File: src/rtl/flag_pkg.sv
// Shared definitions for the Z/V/N flag unit:
// opcodes, flag bit positions, EX entry type, FSM states.
package flag_pkg;

  localparam logic [3:0] OP_ADD = 4'b0000;
  localparam logic [3:0] OP_SUB = 4'b0001;
  localparam logic [3:0] OP_XOR = 4'b0010;
  localparam logic [3:0] OP_SLL = 4'b0100;
  localparam logic [3:0] OP_SRA = 4'b0101;
  localparam logic [3:0] OP_ROR = 4'b0110;
  localparam logic [3:0] OP_LW  = 4'b1000;
  localparam logic [3:0] OP_SW  = 4'b1001;
  localparam logic [3:0] OP_LHB = 4'b1010;
  localparam logic [3:0] OP_LLB = 4'b1011;
  localparam logic [3:0] OP_B   = 4'b1100;
  localparam logic [3:0] OP_BR  = 4'b1101;
  localparam logic [3:0] OP_PCS = 4'b1110;
  localparam logic [3:0] OP_HLT = 4'b1111;

  localparam int Z_BIT = 2;
  localparam int V_BIT = 1;
  localparam int N_BIT = 0;

  typedef struct packed {
    logic       valid;
    logic [3:0] opcode;
  } ex_entry_t;

  typedef enum logic {
    RUN,
    HALTED
  } state_t;

  function automatic logic [2:0] flag_mask(
    input logic [3:0] op
  );
    logic [2:0] m;
    m = 3'b000;
    unique case (1'b1)
      (op == OP_ADD) || (op == OP_SUB):
        m = 3'b111;
      (op == OP_XOR) || (op == OP_SLL) ||
      (op == OP_SRA) || (op == OP_ROR):
        m = 3'b100;
      default:
        m = 3'b000;
    endcase
    return m;
  endfunction

  function automatic logic is_branch(
    input logic [3:0] op
  );
    return (op == OP_B) || (op == OP_BR);
  endfunction

endpackage

File: src/rtl/flag_unit_calc.sv
// Combinational flag merge: fresh ALU flags where
// the mask is set, committed flags elsewhere.
module flag_calc
  import flag_pkg::*;
(
  input  logic [15:0] alu_result,
  input  logic        alu_ovfl,
  input  logic [2:0]  mask,
  input  logic [2:0]  f,
  output logic [2:0]  f_next
);

  logic [2:0] val;

  assign val[Z_BIT] = (alu_result == 16'h0000);
  assign val[V_BIT] = alu_ovfl;
  assign val[N_BIT] = alu_result[15];

  assign f_next = (mask & val) | (~mask & f);

endmodule

File: src/rtl/flag_unit.sv
// Z/V/N flag register with EX tracking, decode
// bypass/hazard generation and HLT freeze.
module flag_unit
  import flag_pkg::*;
#(
  parameter bit BYPASS = 1'b1
) (
  input  logic        clk,
  input  logic        rst_n,
  input  logic        id_valid,
  input  logic [3:0]  id_opcode,
  input  logic        stall,
  input  logic        flush,
  input  logic [15:0] alu_result,
  input  logic        alu_ovfl,
  output logic [2:0]  f,
  output logic [2:0]  f_branch,
  output logic        branch_hazard,
  output logic        halted
);

  ex_entry_t  ex;
  state_t     state;
  logic [2:0] mask;
  logic [2:0] f_next;
  logic       run;
  logic       advance;
  logic       ex_writes;

  assign run     = (state == RUN);
  assign advance = run & ~stall;

  // Once halted the EX entry is dead; it must not leak via bypass.
  assign mask = (ex.valid && run) ? flag_mask(ex.opcode) : 3'b000;
  assign ex_writes = |mask;

  flag_calc u_calc (
    .alu_result (alu_result),
    .alu_ovfl   (alu_ovfl),
    .mask       (mask),
    .f          (f),
    .f_next     (f_next)
  );

  assign f_branch = (BYPASS && ex_writes) ? f_next : f;

  assign branch_hazard = !BYPASS && id_valid &&
                         is_branch(id_opcode) && ex_writes;

  always_ff @(posedge clk or negedge rst_n) begin
    if (!rst_n) begin
      f      <= 3'b000;
      ex     <= '0;
      state  <= RUN;
      halted <= 1'b0;
    end else if (advance) begin
      f <= f_next;
      if (flush || !id_valid) begin
        ex <= '0;
      end else begin
        ex.valid  <= 1'b1;
        ex.opcode <= id_opcode;
      end
      if (ex.valid && ex.opcode == OP_HLT) begin
        state  <= HALTED;
        halted <= 1'b1;
      end
    end
  end

endmodule

File: config.mk
export PLATFORM = sky130hd
export DESIGN_NAME = flag_unit
export DESIGN_NICKNAME = d
export VERILOG_FILES = /design/src/rtl/flag_pkg.sv /design/src/rtl/flag_unit_calc.sv /design/src/rtl/flag_unit.sv
export SDC_FILE = /design/constraint.sdc
export NUM_CORES = 1
export LEC_CHECK = 0
export BUFFER_PORTS_ARGS = -buffer_cell sky130_fd_sc_hd__buf_2
export CAP_MARGIN = 0
export CELL_PAD_IN_SITES_DETAIL_PLACEMENT = 1
export CELL_PAD_IN_SITES_GLOBAL_PLACEMENT = 1
export CORE_ASPECT_RATIO = 0.7
export CORE_MARGIN = 2
export CORE_UTILIZATION = 26
export CTS_BUF_LIST = sky130_fd_sc_hd__clkbuf_8
export CTS_CLUSTER_SIZE = 30
export DETAILED_ROUTE_END_ITERATION = 8
export GPL_TIMING_DRIVEN = 0
export MAX_ROUTING_LAYER = met4
export PLACE_DENSITY = 0.8
export SETUP_SLACK_MARGIN = 0.4
export SLEW_MARGIN = 20
export SYNTH_ARGS = -nofsm -noshare
export SYNTH_HDL_FRONTEND = slang
export SYNTH_SLANG_ARGS = --single-unit
File: constraint.sdc
create_clock -name clk -period 1.34 [get_ports clk]
set_input_delay 0.268 -clock clk [delete_from_list [all_inputs] [get_ports clk]]
set_output_delay 0.268 -clock clk [all_outputs]
set_load 0.1 [all_outputs]
==> results of run 1 <==
==> cell usage in the layout (no fill, tap or decap), drive strengths merged, types with 2 or more instances in the layout <==
| master | count |
|---|---|
| buf | 40 |
| dfrtp | 9 |
| a22o | 4 |
| mux2 | 4 |
| nor4 | 4 |
| nand2 | 3 |
| clkbuf | 3 |
| nand3 | 2 |
| inv | 2 |
| nor2 | 2 |
| mux2i | 2 |
==> critical path: stages (launching register included) <==
cell     delay, ns
dfrtp_4       0.48
nor2_4        0.11
nand3_2       0.10
mux2_2        0.30
buf_6         0.12
buf_12        0.15
==> timing repair <==
item | CTS | global route
buffers inserted | 2 | 2
resized for setup | 30 | 5
hold endpoints to repair | 9 | 0
pin swaps | 3 | 4
setup endpoints to repair | 15 | 16
hold buffers | 1 | 0
==> worst paths after layout <==
kind	start	endpoint	slack [ns]	cells past startpoint
max in group asynchronous	rst_n	f[1]	0.71	2
worst max-delay path	state	f_branch[1]	-0.43	5
worst min register to register	ex[0]	ex[0]	0.50	1
worst max register to register	state	f[1]	-0.41	5
worst min-delay path	id_opcode[2]	ex[2]	0.24	2
min in group asynchronous	rst_n	state	0.43	2
==> power by group <==
group	switching, mW	internal (mW)	leakage, nW
Combinational	0.421	0.295	0.299
Sequential	0.0324	0.307	0.111
Clock	0.111	0.200	0.0269
==> state kept, by name (all words and copies together) (netlist names) <==
name	flops
ex	5
state	1
f	3
==> layer usage <==
layer,vias to the layer above,wire length [µm],global-route usage (%)
met5,-,0,-
met4,0,22,8.33
met3,4,57,4.19
met2,11,787,26.5
met1,240,650,18.3
li1,239,-,-
==> cell type report <==
class / instances / share of cell area, %
clock buffers: 3 / 4.40
inverters: 1 / 0.400
plain buffers: 4 / 4.40
clock inverters: 1 / 0.400
multi-input cells: 29 / 29.2
well taps: 22 / 2.93
repair buffers: 37 / 33.3
flip-flops and latches: 9 / 24.9
==> logic make-up (layout without fill, tap and decap cells) <==
logic type             after synthesis  in the layout
and+or+nand+nor                     16             16
AOI/OAI and AO/OA                    6              6
other                                1              1
muxes                                6              6
buffers and inverters                5             46
DFF                                  9              9
==> metrics by stage <==
stage / instance area, µm² / util (%)
after global placement: 719 / 39.5
after detailed placement: 719 / 39.5
after floorplan: 532 / -
after CTS: 902 / 49.5
final: 938 / 51.5
after global routing: 938 / 51.5
==> reports/metrics.csv, run 1 <==
metric;value;unit
status;finished with violations;
violations;negative setup slack;
synth.ff_latch_count;9;
required;1.07;ns
antenna_found_initial;0;
clock-sinks;9;
critical_path.max_fanout;2;
grt_pass1_vias;500;
synthSimpleGateAreaFrac;22.1;%
cts_buffer_depth;2;
core;0.00182;mm²
power.total;1.37;mW
ys_types;20;
period_needed;1.77;ns
peakVddDrop;885;µV
fill_cells;208;
antennaDiodeCount;0;
drt_first_pass_iters;2;
synth_edf_count;0;
clock_latency;0.24;ns
report.final.setup_viol;12;
grt_max_degree;10;
gp_congestion;0.744;
cts_tree;yes;
wirelength;1.52;mm
drt-vias-per-instance;4.66;
max_freq;0.566;GHz
finalCritPeriodShare;132;%
crit_path_end_kind;primary output;
drcViolationCount;0;
dp.cells;97;
crit_type;flop to primary output;
hold_path_class;input port to flop;
vias;494;
fp.dieW;56.0;µm
drt_iter0_markers;3;
ys.flop_type;dfrtp_1;
fin_nets;111;
synth_mux_area_share;13.2;%
worstPathArrival;1.50;ns
synth_compound_area_share;10.4;%
netlist_instances;43;
tns;-3.47;ns
io_pins;34;
synthMostInstantiatedCell;dfrtp_1;
powerDensity;1460;mW/mm²
fin_hold_ws;0.244;ns
grt_pass1_wl;2.46;mm
yosysTopAreaCellShare;45.8;%
row_count;13;
seq_area;234;µm²
yosys-top-cells-count;dfrtp_1 (9), a22o_1 (4), nor4_1 (4);
syn_nets;69;
multi_input_comb_area;274;µm²
grt_overflow_total;0;
grt_usage;15.8;%
rsz0062_at_grt;true;
cts_made_buffers;3;
dp_hpwl;1.06;mm
path_clk_slew;0.05;ns
postRouteAntennaNets;0;
start_util;27.0;%
area_growth;90.8;%
drv_slew;0;
synth_warnings;0;
synth_xor_area_share;0;%
die_area;0.00226;mm²
synth_area_leaders;dfrtp_1 (46%), a22o_1 (7.1%), nor4_1 (5.1%);
yosysTopAreaCell;dfrtp_1;
finalHoldViolCount;0;
syn_area;492;µm²
cts_max_level;1;
max_cap_viol_count;0;
synth-seq-area-share;45.8;%
wl_per_cell;14.3;µm
dpl_worst_slack;-0.420;ns
clock_skew;0.00473;ns
drive_above_1_share;71.4;%
synth_top_family_by_area;simple AND/OR/NAND/NOR gates;
syn_avg_cell_area;11.4;µm²
worstSetupStartpointType;flop;
io_buffers;32;
cts-root-buf;clkbuf_8;
instances_no_fill;106;
worst_slack;-0.426;ns
async_flop_share;100;%
p_leak;0.437;nW
dieHeight;40.4;µm
synthAdderAreaFrac;0;%
Note: power is estimated with default switching activity, not from simulation.
==> run 2, diff against run 1 <==
--- a/config.mk
+++ b/config.mk
@@ -16,8 +16,8 @@
 export CTS_CLUSTER_SIZE = 30
 export DETAILED_ROUTE_END_ITERATION = 8
 export GPL_TIMING_DRIVEN = 0
-export MAX_ROUTING_LAYER = met4
 export PLACE_DENSITY = 0.8
+export RECOVER_POWER = 50
 export SETUP_SLACK_MARGIN = 0.4
 export SLEW_MARGIN = 20
 export SYNTH_ARGS = -nofsm -noshare
==> reports/metrics.csv, run 2 (synthesis gave the netlist of run 1 again) <==
metric;value;unit;change
vias;492;;was 494
drv_slew;0;;unchanged
dieHeight;40.4;µm;unchanged
antennaDiodeCount;0;;unchanged
io_pins;34;;unchanged
crit_family;flip-flops;;unchanged
maxSlewHeadroom;65.5;%;
fp.dieW;56.0;µm;unchanged
row_count;13;;unchanged
power.total;1.37;mW;about the same
required;1.07;ns;about the same
drcViolationCount;0;;unchanged
path_cells;nor2_4 > nand3_2 > mux2_2 > buf_6 > buf_12;;unchanged
wirelength;1.53;mm;was 1.52 mm
crit_slowest_cell;dfrtp_4;;unchanged
cts_max_level;1;;unchanged
status;finished with violations;;unchanged
violations;negative setup slack;;unchanged
grt_pass1_wl;2.46;mm;unchanged
postPlaceCellArea;719;µm²;unchanged
grt_usage;15.4;%;was 15.8%
max_cap_viol_count;0;;unchanged
crit_path_end_kind;primary output;;unchanged
powerDensity;1460;mW/mm²;about the same
reg.largest.list;ex x5, f x3, state x1;;unchanged
grt_max_degree;10;;unchanged
peakVddDrop;885;µV;about the same
largest_register;ex;;unchanged
crit_type;flop to primary output;;unchanged
cts-root-buf;clkbuf_8;;unchanged
wl_per_cell;14.4;µm;was 14.3 µm
core;0.00182;mm²;unchanged
finalHoldViolCount;0;;unchanged
drt-vias-per-instance;4.64;;was 4.66
worstSetupStartpointType;flop;;unchanged
path_clk_slew;0.05;ns;about the same
final_cell_mix;buf_2 (24), buf_12 (7), buf_6 (5);;was buf_2 (25), buf_12 (7), buf_6 (5)
clock-sinks;9;;unchanged
antenna_found_initial;0;;unchanged
cts_buffer_depth;2;;unchanged
cts_made_buffers;3;;unchanged
dpl_worst_slack;-0.420;ns;unchanged
drt_iter0_markers;2;;was 3
area_growth;90.6;%;was 90.8%
critical_path.max_fanout;2;;unchanged
io_buffers;32;;unchanged
period_needed;1.76;ns;was 1.77 ns
report.final.setup_viol;12;;unchanged
finalInstanceArea;937;µm²;was 938 µm²
rsz0062_at_grt;true;;unchanged
layout.cells.most_common;buf_2;;unchanged
max_freq;0.567;GHz;was 0.566 GHz
die_area;0.00226;mm²;unchanged
slowest_delay;0.48;ns;about the same
grt_pass1_vias;493;;was 500
dp_hpwl;1.06;mm;unchanged
drt_first_pass_iters;2;;unchanged
worst_slack;-0.425;ns;was -0.426 ns
critPathBufInv;2;;unchanged
tns;-3.42;ns;was -3.47 ns
worstMarginPinSlew;0.517;ns;
cts_tree;yes;;unchanged
start_util;27.0;%;unchanged
fin_nets;111;;unchanged
gp_congestion;0.735;;was 0.744
clock_latency;0.24;ns;about the same
largest_reg_flops;5;;unchanged
drive_above_1_share;70.2;%;was 71.4%
grt_overflow_total;0;;unchanged
finalCritPeriodShare;132;%;about the same
postRouteAntennaNets;0;;unchanged
p_leak;0.434;nW;was 0.437 nW
clock_skew;0.00421;ns;was 0.00473 ns
worstPathArrival;1.50;ns;about the same
hold_path_class;input port to flop;;unchanged
## run 2: timing repair
| action | CTS | global route |
|---|---|---|
| resized for setup | 30 | 5 |
| endpoints found under the setup margin | 15 | 16 |
| setup buffers | 2 | 2 |
| gates cloned | 0 | 0 |
| hold buffers | 1 | 0 |
| hold endpoints to repair | 9 | 0 |
| pin swaps | 3 | 4 |
## run 2: stage by stage
| stage | std cells | hold WS [ns] | utilization, % |
|---|---|---|---|
| floorplan | 43 | -0.0276 | - |
| global placement | 97 | 0.133 | 39.5 |
| finish | 106 | 0.243 | 51.4 |
| CTS | 104 | 0.245 | 49.5 |
| detailed placement | 97 | 0.133 | 39.5 |
| global route | 106 | 0.249 | 51.4 |
## run 2: worst paths after layout
path | depth (start not counted) | slack [ns] | end | startpoint
max | 5 | -0.42 | f_branch[1] | state
min | 2 | 0.24 | ex[2] | id_opcode[2]
max reg2reg | 5 | -0.40 | f[1] | state
min reg2reg | 1 | 0.50 | ex[0] | ex[0]
max in group asynchronous | 2 | 0.42 | state | rst_n
min in group asynchronous | 2 | 0.53 | state | rst_n
## run 2: report_power, final
part           total, mW  leakage [nW]  switching (mW)  internal [mW]
clock network      0.313        0.0269           0.113          0.200
logic              0.715         0.296           0.421          0.295
registers          0.339         0.111          0.0323          0.307
total               1.37         0.434           0.566          0.801
## run 2: metal layers
metal  vias to the layer above  track usage (%)  wire [µm]
met1                       240             18.5        659
met2                        11             27.1        805
met5                         -                0          0
met3                         2             3.87         55
met4                         0             7.14          8
li1                        239                -          -
## run 2: area by class of cell
cell class / instances / area (µm²)
Buffer: 4 / 41.3
Fill cell: 209 / 885
Timing Repair Buffer: 37 / 312
Sequential cell: 9 / 234
Tap cell: 22 / 27.5
Inverter: 1 / 3.75
Multi-Input combinational cell: 29 / 274
Clock inverter: 1 / 3.75
Clock buffer: 3 / 41.3
## run 2: worst register-to-register path, cell delays in order, from the launching register on
cell	delay, ns
dfrtp_4	0.48
buf_4	0.14
buf_6	0.12
nor4b_2	0.39
nand2_1	0.15
mux2_1	0.33
==> run 3, diff against run 2 <==
--- a/config.mk
+++ b/config.mk
@@ -11,15 +11,16 @@
 export CELL_PAD_IN_SITES_GLOBAL_PLACEMENT = 1
 export CORE_ASPECT_RATIO = 0.7
 export CORE_MARGIN = 2
-export CORE_UTILIZATION = 26
+export CORE_UTILIZATION = 27
 export CTS_BUF_LIST = sky130_fd_sc_hd__clkbuf_8
 export CTS_CLUSTER_SIZE = 30
 export DETAILED_ROUTE_END_ITERATION = 8
 export GPL_TIMING_DRIVEN = 0
-export PLACE_DENSITY = 0.8
+export PLACE_DENSITY = 0.81
 export RECOVER_POWER = 50
 export SETUP_SLACK_MARGIN = 0.4
 export SLEW_MARGIN = 20
 export SYNTH_ARGS = -nofsm -noshare
 export SYNTH_HDL_FRONTEND = slang
+export SYNTH_HIERARCHICAL = 1
 export SYNTH_SLANG_ARGS = --single-unit
==> reports/metrics.csv, run 3 <==
metric;value;unit;change
reg.largest.list;ex x5, f x3, halted x1;;was ex x5, f x3, state x1
internal-power;901;µW;was 801 µW
vias;509;;was 492
syn_avg_cell_area;12.1;µm²;was 11.4 µm²
core;0.00182;mm²;unchanged
largest_reg_flops;5;;unchanged
syn_nets;68;;was 69
finalCritPeriodShare;170;%;was 132%
postRouteAntennaNets;0;;unchanged
syn_area;508;µm²;was 492 µm²
row_count;13;;unchanged
cts-root-buf;clkbuf_8;;unchanged
rsz0062_at_grt;true;;unchanged
drcViolationCount;0;;unchanged
cts_max_level;1;;unchanged
yosys-top-cells-count;dfrtp_1 (9), mux2_2 (8), a22o_1 (4);;was dfrtp_1 (9), a22o_1 (4), nor4_1 (4)
cts_buffer_depth;2;;unchanged
path_clk_slew;0.04;ns;was 0.05 ns
cts_made_buffers;3;;unchanged
netlist_instances;42;;was 43
peakVddDrop;1060;µV;was 885 µV
maxSlewHeadroom;66.1;%;was 65.5%
fin_nets;114;;was 111
status;finished with violations;;unchanged
dp_hpwl;1.08;mm;was 1.06 mm
r2r_slack;-0.39;ns;was -0.40 ns
powerDensity;1730;mW/mm²;was 1460 mW/mm²
p_leak;0.476;nW;was 0.434 nW
gp_congestion;0.666;;was 0.735
finalHoldViolCount;0;;unchanged
synth_warnings;6;;was 0
worst_slack;-0.937;ns;was -0.425 ns
synth.ff_latch_count;9;;unchanged
r2r-start;halted;;was state
synth-seq-area-share;44.3;%;was 45.8%
power.net_switching;795;µW;was 566 µW
crit_type;flop to primary output;;unchanged
ys.flop_type;dfrtp_1;;unchanged
io_buffers;32;;unchanged
synth_area_leaders;dfrtp_1 (44%), mux2_2 (18%), a22o_1 (6.9%);;was dfrtp_1 (46%), a22o_1 (7.1%), nor4_1 (5.1%)
wl_per_cell;14.7;µm;was 14.4 µm
drv_slew;0;;unchanged
grt_usage;16.9;%;was 15.4%
antenna_found_initial;0;;unchanged
worstSetupStartpointType;flop;;unchanged
clock_skew;0.000298;ns;was 0.00421 ns
ys_types;21;;was 20
die_area;0.00225;mm²;was 0.00226 mm²
required;1.07;ns;about the same
clkPwrFrac;18.5;%;was 22.9%
synth_edf_count;0;;unchanged
largest_register;ex;;unchanged
layout.cells.most_common;buf_2;;unchanged
yosysTopAreaCell;dfrtp_1;;unchanged
fin_hold_ws;0.240;ns;was 0.243 ns
wirelength;1.60;mm;was 1.53 mm
hold_path_class;input port to flop;;unchanged
cts_tree;yes;;unchanged
period_needed;2.28;ns;was 1.76 ns
final_cell_mix;buf_2 (24), buf_4 (8), buf_12 (6);;was buf_2 (24), buf_12 (7), buf_6 (5)
start_util;27.9;%;was 27.0%
dieHeight;40.3;µm;was 40.4 µm
max_cap_viol_count;0;;unchanged
grt_pass1_vias;573;;was 493
io_pins;34;;unchanged
synthMostInstantiatedCell;dfrtp_1;;unchanged
holdCritStartpoint;id_opcode[1];;was id_opcode[2]
worstPathArrival;2.01;ns;was 1.50 ns
critical_path.max_fanout;2;;unchanged
worstMarginPinSlew;0.509;ns;was 0.517 ns
fp.dieW;55.8;µm;was 56.0 µm
drt_first_pass_iters;2;;unchanged
grt_overflow_total;0;;unchanged
crit_path_end_kind;primary output;;unchanged
combPwrFrac;59.0;%;was 52.3%
tns;-5.13;ns;was -3.42 ns
grt_pass1_wl;2.66;mm;was 2.46 mm
seqPwrFrac;22.5;%;was 24.8%
drt_iter0_markers;3;;was 2
report.final.setup_viol;12;;unchanged
fill_cells;208;;was 209
violations;negative setup slack;;unchanged
area_growth;93.1;%;was 90.6%
clock-sinks;9;;unchanged
drt-vias-per-instance;4.67;;was 4.64
timing.critical_path.from;halted;;was state
netSwitchingFraction;46.9;%;was 41.4%
async_flop_share;100;%;unchanged
grt_max_degree;10;;unchanged
clock_latency;0.24;ns;about the same
drive_above_1_share;75.9;%;was 70.2%
yosysTopAreaCellShare;44.3;%;was 45.8%
max_freq;0.439;GHz;was 0.567 GHz
antennaDiodeCount;0;;unchanged
==> run 3: cell count changes after synthesis, moves of 2 or more <==
cell	change
buf_4	-2
mux2_1	-2
mux2_2	+6
mux2i_1	-2
nor4_1	-2
==> run 3: timing repair <==
item                                    4_1_cts  5_1_grt
setup buffers                                 4        4
endpoints found under the hold margin         9        0
pin swaps                                     6        7
gates resized for setup                      31        3
hold buffers                                  1        0
endpoints found under the setup margin       15       15
==> run 3: kinds of logic (layout without fill, tap and decap cells) <==
group | after synthesis | after routing | share of synthesized area [%]
AND/OR/NAND/NOR | 14 | 14 | 19.5
flip-flops | 9 | 9 | 44.3
multiplexers | 8 | 8 | 17.7
AO/OA/AOI/OAI | 7 | 7 | 13.3
buffers and inverters | 3 | 48 | 4.43
other | 1 | 1 | 0.738
==> run 3: through the flow <==
stage                     worst slack [ns]  instances  util (%)  total power [mW]  instance area (µm²)
after floorplan                     -0.788         42         -              1.02                  548
after global placement              -0.950         96      40.4              1.13                  736
after detailed placement            -0.997         96      40.4              1.15                  736
after CTS                           -0.989        105      51.8              1.69                  943
after global routing                 -1.02        109      53.8              1.76                  981
final                               -0.937        109      53.8              1.70                  981
==> run 3: cell type report <==
type / instances / area, µm² / share of cell area [%]
Timing Repair Buffer: 41 / 329 / 33.5
Multi-Input combinational cell: 30 / 324 / 33.0
Sequential cell: 9 / 233 / 23.7
Clock buffer: 3 / 41.3 / 4.21
Tap cell: 22 / 27.5 / 2.81
Buffer: 2 / 18.8 / 1.91
Clock inverter: 1 / 3.75 / 0.383
Inverter: 1 / 3.75 / 0.383
==> run 3: routing by layer <==
layer | up-vias | track usage (%) | part of all wire, %
met4 | 0 | 5.36 | 1.1
met3 | 3 | 5.81 | 6.4
met1 | 243 | 17.0 | 38
li1 | 245 | - | -
met5 | - | 0 | 0
met2 | 18 | 34.8 | 55
==> run 3: worst paths after layout <==
kind | cells past startpoint | endpoint
worst max-delay path | 8 | f_branch[2]
worst min-delay path | 2 | ex[1]
worst max register to register | 8 | f[2]
worst min register to register | 1 | ex[0]
max in group asynchronous | 2 | halted
min in group asynchronous | 2 | ex[0]
==> run 3: critical path, stage by stage (launching register included) <==
cell and delay [ns]:
dfrtp_4 0.48, nor2_4 0.11, nand3_4 0.09, inv_2 0.06, nor4b_4 0.18, nand4_1 0.16
o41ai_2 0.28, mux2_4 0.23, buf_12 0.17
==> run 3: power by group through the flow <==
stage	clock network (mW)	logic [mW]	registers [mW]
global route	0.342	1.03	0.389
global placement	0	0.775	0.357
CTS	0.319	0.992	0.380
finish	0.313	1.00	0.382
detailed placement	0	0.786	0.362
floorplan	0	0.429	0.587
